===== config.mk =====
export PLATFORM = sky130hd
export DESIGN_NAME = instr_sequencer_flat
export DESIGN_NICKNAME = d
export VERILOG_FILES = /design/src/rtl/cpu_pkg.sv /design/src/rtl/instr_sequencer_if.sv /design/src/rtl/instr_store.sv /design/src/rtl/instr_sequencer.sv /design/src/flat_wrapper.sv
export SDC_FILE = /design/constraint.sdc
export NUM_CORES = 1
export LEC_CHECK = 0
export ABC_AREA = 1
export BUFFER_PORTS_ARGS = -buffer_cell sky130_fd_sc_hd__buf_4
export CORE_MARGIN = 1.5
export CORE_UTILIZATION = 35
export CTS_CLUSTER_DIAMETER = 200
export DETAILED_ROUTE_END_ITERATION = 7
export SYNTH_ARGS = -nofsm -noshare
export SYNTH_HDL_FRONTEND = slang
export SYNTH_HIERARCHICAL = 1
export SYNTH_SLANG_ARGS = --single-unit

===== constraint.sdc =====
create_clock -name clk -period 7.13 [get_ports clk]
set_clock_uncertainty 0.2 [all_clocks]
set_input_delay 0 -clock clk [delete_from_list [all_inputs] [get_ports clk]]
set_output_delay 0 -clock clk [all_outputs]
set_load 0.05 [all_outputs]

===== src/rtl/cpu_pkg.sv =====
// Shared definitions for the 8-bit datapath instruction format and the sequencer FSM.
package cpu_pkg;
    localparam int IW = 21;

    localparam int Z_BIT    = 20;
    localparam int OP_MSB   = 19;
    localparam int OP_LSB   = 17;
    localparam int IMM_MSB  = 16;
    localparam int IMM_LSB  = 9;
    localparam int SRC1_MSB = 8;
    localparam int SRC1_LSB = 6;
    localparam int SRC2_MSB = 5;
    localparam int SRC2_LSB = 3;
    localparam int DST_MSB  = 2;
    localparam int DST_LSB  = 0;

    localparam logic [IW-1:0] HALT_WORD = 21'h1FFFFF;

    typedef enum logic [1:0] {
        S_IDLE,
        S_FETCH,
        S_ISSUE,
        S_DONE
    } seq_state_t;
endpackage


===== src/rtl/instr_sequencer_if.sv =====
// Host/datapath-facing bundle of instr_sequencer. INSTR_SEQUENCER_SINGLE_STEP_EN adds step and step_mode.
interface instr_sequencer_if #(
    parameter int AW = 4,
    parameter int IW = cpu_pkg::IW
) ();
    logic          prog_we;
    logic [AW-1:0] prog_addr;
    logic [IW-1:0] prog_data;
    logic          start;
    logic [AW:0]   len;
    logic [7:0]    dp_result;
    logic [IW-1:0] instr_out;
    logic          ld_out;
    logic [AW-1:0] pc;
    logic          busy;
    logic          done;
    logic [7:0]    last_result;
`ifdef INSTR_SEQUENCER_SINGLE_STEP_EN
    logic          step;
    logic          step_mode;

    modport master (
        output prog_we, prog_addr, prog_data, start, len, dp_result, step, step_mode,
        input  instr_out, ld_out, pc, busy, done, last_result
    );
    modport slave (
        input  prog_we, prog_addr, prog_data, start, len, dp_result, step, step_mode,
        output instr_out, ld_out, pc, busy, done, last_result
    );
`else
    modport master (
        output prog_we, prog_addr, prog_data, start, len, dp_result,
        input  instr_out, ld_out, pc, busy, done, last_result
    );
    modport slave (
        input  prog_we, prog_addr, prog_data, start, len, dp_result,
        output instr_out, ld_out, pc, busy, done, last_result
    );
`endif
endinterface


===== src/rtl/instr_store.sv =====
// Instruction store: synchronous write, registered read with write-first bypass on address match.
module instr_store #(
    parameter int AW = 4,
    parameter int IW = 21
) (
    input  logic          clk,
    input  logic          we,
    input  logic [AW-1:0] waddr,
    input  logic [IW-1:0] wdata,
    input  logic [AW-1:0] raddr,
    output logic [IW-1:0] rdata
);
    logic [IW-1:0] mem_q [2**AW];
    logic [IW-1:0] rdata_q;

    // Bypass lets a start issued together with a write fetch the new word.
    always_ff @(posedge clk) begin
        if (we) begin
            mem_q[waddr] <= wdata;
        end
        rdata_q <= (we && (waddr == raddr)) ? wdata : mem_q[raddr];
    end

    assign rdata = rdata_q;
endmodule


===== src/rtl/instr_sequencer.sv =====
// Replays the instruction store into the datapath, one ld_out strobe per instruction.
// INSTR_SEQUENCER_SINGLE_STEP_EN: FETCH holds until a step pulse while step_mode is set.
//
// state   | meaning
// IDLE    | waiting for start; store writable
// FETCH   | store word for pc available; halt check, latch into instr_out
// ISSUE   | ld_out high; advance pc and issue counter or finish
// DONE    | done pulse; capture dp_result into last_result
module instr_sequencer
    import cpu_pkg::*;
#(
    parameter int            AW        = 4,
    parameter int            IW        = cpu_pkg::IW,
    parameter logic [IW-1:0] HALT_WORD = cpu_pkg::HALT_WORD
) (
    input logic               clk,
    input logic               rst,
    instr_sequencer_if.slave  bus
);
    seq_state_t    state_q, state_d;
    logic [AW-1:0] pc_q, pc_d;
    logic [AW:0]   cnt_q, cnt_d;
    logic [AW:0]   len_q, len_d;
    logic [IW-1:0] instr_q, instr_d;
    logic [7:0]    res_q, res_d;
    logic [IW-1:0] rd_word;
    logic          busy_w;
    logic          advance;

`ifdef INSTR_SEQUENCER_SINGLE_STEP_EN
    assign advance = !bus.step_mode || bus.step;
`else
    assign advance = 1'b1;
`endif

    assign busy_w = (state_q == S_FETCH) || (state_q == S_ISSUE);

    // Read address follows pc_d so the word is ready on entry to FETCH.
    instr_store #(.AW(AW), .IW(IW)) u_store (
        .clk   (clk),
        .we    (bus.prog_we && !busy_w),
        .waddr (bus.prog_addr),
        .wdata (bus.prog_data),
        .raddr (pc_d),
        .rdata (rd_word)
    );

    always_comb begin
        state_d = state_q;
        pc_d    = pc_q;
        cnt_d   = cnt_q;
        len_d   = len_q;
        instr_d = instr_q;
        res_d   = res_q;
        case (state_q)
            S_IDLE: begin
                if (bus.start) begin
                    pc_d    = '0;
                    cnt_d   = '0;
                    len_d   = bus.len;
                    state_d = (bus.len == '0) ? S_DONE : S_FETCH;
                end
            end
            S_FETCH: begin
                if (advance) begin
                    if (rd_word == HALT_WORD) begin
                        state_d = S_DONE;
                    end else begin
                        instr_d = rd_word;
                        state_d = S_ISSUE;
                    end
                end
            end
            S_ISSUE: begin
                // Termination uses the issue counter so programs longer than the store wrap pc.
                if (cnt_q == len_q - (AW+1)'(1)) begin
                    state_d = S_DONE;
                end else begin
                    pc_d    = pc_q + AW'(1);
                    cnt_d   = cnt_q + (AW+1)'(1);
                    state_d = S_FETCH;
                end
            end
            S_DONE: begin
                res_d   = bus.dp_result;
                state_d = S_IDLE;
            end
            default: state_d = S_IDLE;
        endcase
    end

    always_ff @(posedge clk) begin
        if (rst) begin
            state_q <= S_IDLE;
            pc_q    <= '0;
            cnt_q   <= '0;
            len_q   <= '0;
            instr_q <= '0;
            res_q   <= '0;
        end else begin
            state_q <= state_d;
            pc_q    <= pc_d;
            cnt_q   <= cnt_d;
            len_q   <= len_d;
            instr_q <= instr_d;
            res_q   <= res_d;
        end
    end

    assign bus.instr_out   = instr_q;
    assign bus.ld_out      = (state_q == S_ISSUE);
    assign bus.pc          = pc_q;
    assign bus.busy        = busy_w;
    assign bus.done        = (state_q == S_DONE);
    assign bus.last_result = res_q;
endmodule

===== src/flat_wrapper.sv =====
// flat-port wrapper written by rule: the top's interface ports become plain ports
module instr_sequencer_flat import cpu_pkg::*;
#(
    parameter int            AW        = 4,
    parameter int            IW        = cpu_pkg::IW,
    parameter logic [IW-1:0] HALT_WORD = cpu_pkg::HALT_WORD
)
  (clk, rst, bus_prog_we, bus_prog_addr, bus_prog_data, bus_start, bus_len, bus_dp_result, bus_instr_out, bus_ld_out, bus_pc, bus_busy, bus_done, bus_last_result);
  instr_sequencer_if #(.AW(AW), .IW(IW)) bus_i ();
  input logic clk;
  input logic rst;
  input wire logic [$bits(bus_i.prog_we)-1:0] bus_prog_we;
  input wire logic [$bits(bus_i.prog_addr)-1:0] bus_prog_addr;
  input wire logic [$bits(bus_i.prog_data)-1:0] bus_prog_data;
  input wire logic [$bits(bus_i.start)-1:0] bus_start;
  input wire logic [$bits(bus_i.len)-1:0] bus_len;
  input wire logic [$bits(bus_i.dp_result)-1:0] bus_dp_result;
  output wire logic [$bits(bus_i.instr_out)-1:0] bus_instr_out;
  output wire logic [$bits(bus_i.ld_out)-1:0] bus_ld_out;
  output wire logic [$bits(bus_i.pc)-1:0] bus_pc;
  output wire logic [$bits(bus_i.busy)-1:0] bus_busy;
  output wire logic [$bits(bus_i.done)-1:0] bus_done;
  output wire logic [$bits(bus_i.last_result)-1:0] bus_last_result;
  assign bus_i.prog_we = bus_prog_we;
  assign bus_i.prog_addr = bus_prog_addr;
  assign bus_i.prog_data = bus_prog_data;
  assign bus_i.start = bus_start;
  assign bus_i.len = bus_len;
  assign bus_i.dp_result = bus_dp_result;
  assign bus_instr_out = bus_i.instr_out;
  assign bus_ld_out = bus_i.ld_out;
  assign bus_pc = bus_i.pc;
  assign bus_busy = bus_i.busy;
  assign bus_done = bus_i.done;
  assign bus_last_result = bus_i.last_result;
  instr_sequencer #(.AW(AW), .IW(IW), .HALT_WORD(HALT_WORD)) u_core (.clk(clk), .rst(rst), .bus(bus_i));
endmodule

==> impl_metrics.env <==
export IMPL_run_status="complete, no violations"
export IMPL_grt_pass1_wl_um=67100
export IMPL_mean_number_of_vias_per_cell=4.82
export IMPL_final_layout_setup_total_negative_slack_ps=0
export IMPL_number_of_global_route_vias_before_repair=11700
export IMPL_hold_path_cell_count=4
export IMPL_flop2flop_setup_slack_ps=2650
export IMPL_rsz0062_at_grt="false"
export IMPL_numPortBuffers=77
export IMPL_fillcell_total=4486
export IMPL_reg2reg_depth=15
export IMPL_die_area_sq_um=49200
export IMPL_timing_worst_setup_path_type="reg2reg"
export IMPL_syn_instance_count=1679
export IMPL_powerDensity_nw_per_um2=265
export IMPL_timing_critical_path_fanout_max=89
export IMPL_worst_slew_pin_transition_ps=1050
export IMPL_synth_yosys_seq_area_share_pct=66.1
export IMPL_antenna_found_initial=0
export IMPL_timing_hold_worst_start="bus_dp_result[1]"
export IMPL_synth_edff_count=336
export IMPL_replace_congestion=0.810
export IMPL_slew_headroom_pct=30.0
export IMPL_ctsResizeCount=0
export IMPL_ctsRootBufferMaster="sky130_fd_sc_hd__clkbuf_16"
export IMPL_clk_path_buf_depth=3
export IMPL_routed_length_per_instance_um=17.6
export IMPL_ys_ff_latch=385
export IMPL_syn_to_final_growth_pct=17.7
export IMPL_rows=79
export IMPL_final_period_minus_worst_setup_slack_ps=4480
export IMPL_report_power_total_mw=5.24
export IMPL_vias=11700
export IMPL_synth_distinct_cells=35
export IMPL_placeableCoreArea_sq_um=46900
export IMPL_drive_above_1_share_pct=12.1
export IMPL_worst_r2r_endpoint="u_core/bus.instr_out[7]$_SDFFE_PP0P_"
export IMPL_cts_max_level=2
export IMPL_boundaryPins=78
export IMPL_yosys_warnings=6
export IMPL_diodes=0
export IMPL_initial_core_util_pct=35.7
export IMPL_synthesis_area_sq_um=16700
export IMPL_cts_tree="done"
export IMPL_synthArstFlopShare_pct=0
export IMPL_syn_area_cell_sq_um=9.98
export IMPL_timing_critical_path_from_type="flop"
export IMPL_synthesis_nets=1728
export IMPL_nets=1845
export IMPL_globalRoute_totalOverflow=0
export IMPL_power_ir_vdd_worst_uv=143
export IMPL_holdCritPathClass="in2reg"
export IMPL_clock_latency_ps=540
export IMPL_max_freq_ghz=0.223
export IMPL_fp_dieW_um=222
export IMPL_finalSetupViolations=0
export IMPL_largest_cells_by_area_after_synthesis="sky130_fd_sc_hd__edfxtp_1 60%, sky130_fd_sc_hd__nand2_1 11%, sky130_fd_sc_hd__nand3_1 7.9%"
export IMPL_dominantRegCellSynth="sky130_fd_sc_hd__edfxtp_1"
export IMPL_drt_first_iter_violations=1004
export IMPL_drc=0
export IMPL_synth_top_cell_by_area="sky130_fd_sc_hd__edfxtp_1"
export IMPL_worstSetupEndpointType="flop"
export IMPL_final_min_period_over_clock_period_pct=62.8
export IMPL_cap_viol_max_count=0
export IMPL_slew_violations=0
export IMPL_drt_wl_total_um=42800
export IMPL_worst_hold_path_endpoint="u_core/bus.last_result[1]$_SDFFE_PP0P_"
export IMPL_detailed_place_hpwl_um=24400
export IMPL_dieHeight_um=222
export IMPL_clkSinkCount=385
export IMPL_grt_start_max_net_pins=90
export IMPL_cts_reportedPaths_clkPinSlew_ps=60
export IMPL_ant_nets=0
export IMPL_worst_ep_arrival_time_ps=4680
export IMPL_dr_pass1_iters=6
export IMPL_cellLeakagePower_nw=8.36
export IMPL_critical_path_required_ps=7330
export IMPL_grt_util_all_layers_pct=17.5
export IMPL_finalHoldViolations=0
export IMPL_synth_top_cell_area_share_pct=60.2
export IMPL_numCtsBuffers=42
cells in the final DEF (no fill, tap or decap), types with 2 or more instances in the layout:
cell                            Yosys  final
sky130_fd_sc_hd__a21oi_1            8      8
sky130_fd_sc_hd__a21oi_2            8      8
sky130_fd_sc_hd__buf_4             10    103
sky130_fd_sc_hd__bufinv_16          0      4
sky130_fd_sc_hd__clkbuf_1          16      7
sky130_fd_sc_hd__clkbuf_16          0     45
sky130_fd_sc_hd__clkbuf_8           0      2
sky130_fd_sc_hd__clkinv_1           1      5
sky130_fd_sc_hd__clkinv_2           0     14
sky130_fd_sc_hd__dfxtp_1           49     46
sky130_fd_sc_hd__dfxtp_2            0      2
sky130_fd_sc_hd__dlygate4sd3_1      0     47
sky130_fd_sc_hd__edfxtp_1         336    336
sky130_fd_sc_hd__ha_1               7      7
sky130_fd_sc_hd__inv_1            280    280
sky130_fd_sc_hd__inv_2              7      7
sky130_fd_sc_hd__nand2_1          485    485
sky130_fd_sc_hd__nand2_2            7      7
sky130_fd_sc_hd__nand2_4            2      2
sky130_fd_sc_hd__nand3_1          264    264
sky130_fd_sc_hd__nand3_2            2      2
sky130_fd_sc_hd__nand3b_1           2      2
sky130_fd_sc_hd__nand4_1            8      8
sky130_fd_sc_hd__nor2_1            87     71
sky130_fd_sc_hd__nor2_2             2     18
sky130_fd_sc_hd__o21ai_0           34     34
sky130_fd_sc_hd__xor2_1             3      3
final cells by class:
type	instances	area, sq um	area share [%]
Multi-Input combinational cell	928	4160	21.1
Tap cell	607	759	3.85
Clock inverter	22	205	1.04
Sequential cell	385	11100	56.2
Timing Repair Buffer	150	1240	6.31
Clock buffer	55	1190	6.02
Inverter	289	1090	5.51
critical path, cell delays in order, from the launching register on:
cell,delay (ps)
sky130_fd_sc_hd__dfxtp_4,530
sky130_fd_sc_hd__inv_4,790
sky130_fd_sc_hd__buf_4,610
sky130_fd_sc_hd__nand2_1,90
sky130_fd_sc_hd__nand2_1,80
sky130_fd_sc_hd__nand2_1,50
sky130_fd_sc_hd__nand3_1,110
sky130_fd_sc_hd__nand3_1,80
sky130_fd_sc_hd__nand2_1,130
sky130_fd_sc_hd__nand4_1,110
sky130_fd_sc_hd__nor2_1,210
sky130_fd_sc_hd__nand2_1,80
sky130_fd_sc_hd__nand2_1,580
sky130_fd_sc_hd__inv_2,330
sky130_fd_sc_hd__nor2_1,200
sky130_fd_sc_hd__nor2_1,60
worst max-delay path by stage:
stage                                              start                                    end  slack (ps)
final                                               flop   u_core/bus.instr_out[7]$_SDFFE_PP0P_        2650
after global routing                                flop   u_core/bus.instr_out[5]$_SDFFE_PP0P_        2290
after CTS                                           flop   u_core/bus.instr_out[7]$_SDFFE_PP0P_        2720
after detailed placement                            flop   u_core/bus.instr_out[7]$_SDFFE_PP0P_        2720
after global placement                              flop  u_core/bus.instr_out[11]$_SDFFE_PP0P_        2800
after floorplan           u_core/state_q[0]$_SDFFE_PP0P_  u_core/u_store/mem_q[12][0]$_DFFE_PP_        4250
timing repair:
item                                   4_1_cts  5_1_grt
setup buffers                                0        0
endpoints found under the hold margin      395        0
hold buffers                                47        0
cell usage after synthesis, types with 2 or more instances:
library cell and number:
sky130_fd_sc_hd__a21oi_1 8, sky130_fd_sc_hd__a21oi_2 8, sky130_fd_sc_hd__buf_1 3, sky130_fd_sc_hd__buf_2 35, sky130_fd_sc_hd__buf_4 10, sky130_fd_sc_hd__buf_6 12, sky130_fd_sc_hd__clkbuf_1 16, sky130_fd_sc_hd__dfxtp_1 49
sky130_fd_sc_hd__edfxtp_1 336, sky130_fd_sc_hd__ha_1 7, sky130_fd_sc_hd__inv_1 280, sky130_fd_sc_hd__inv_2 7, sky130_fd_sc_hd__nand2_1 485, sky130_fd_sc_hd__nand2_2 7, sky130_fd_sc_hd__nand2_4 2, sky130_fd_sc_hd__nand3_1 264
sky130_fd_sc_hd__nand3_2 2, sky130_fd_sc_hd__nand3b_1 2, sky130_fd_sc_hd__nand4_1 8, sky130_fd_sc_hd__nor2_1 87, sky130_fd_sc_hd__nor2_2 2, sky130_fd_sc_hd__o21ai_0 34, sky130_fd_sc_hd__xor2_1 3
stage by stage:
stage | worst slack, ps | std cells | cell area [sq um] | hold WS [ps] | utilization (%)
after floorplan | 4250 | 1679 | 16700 | -122 | -
after detailed placement | 2720 | 2312 | 17900 | 34.0 | 38.1
after global placement | 2800 | 2312 | 17900 | 26.9 | 38.1
final | 2650 | 2436 | 19700 | 50.2 | 42.1
after global routing | 2290 | 2436 | 19700 | 57.0 | 42.1
after CTS | 2720 | 2436 | 19700 | 22.8 | 42.1
where the power goes:
part / total (mW) / internal, mW / switching, mW
Combinational: 0.512 / 0.151 / 0.362
Sequential: 2.54 / 2.50 / 0.0353
Clock: 2.18 / 1.32 / 0.869
layer usage:
layer,track usage [%],wire length (um),up-vias
li1,-,-,5652
met1,23.7,19000,5649
met2,29.2,20200,383
met3,2.82,2760,64
met4,4.77,865,0
met5,0,0,-
cell families after synthesis:
group | Yosys count | synth area share, %
buf+inv | 366 | 9.31
fa+ha+maj | 7 | 0.523
flops | 385 | 66.1
simple gates | 865 | 22.1
compound gates | 53 | 1.81
xor+xnor | 3 | 0.157
sequential cells by signal (all words and copies together), names as in the netlist, named ones only:
| signal | cells |
|---|---|
| u_core/len_q | 5 |
| u_core/bus.instr_out | 21 |
| u_core/bus.pc | 4 |
| u_core/bus.last_result | 8 |
| u_core/state_q | 2 |
| u_core/u_store/mem_q | 336 |
| u_core/cnt_q | 5 |
Note: power is estimated with default switching activity, not from simulation.
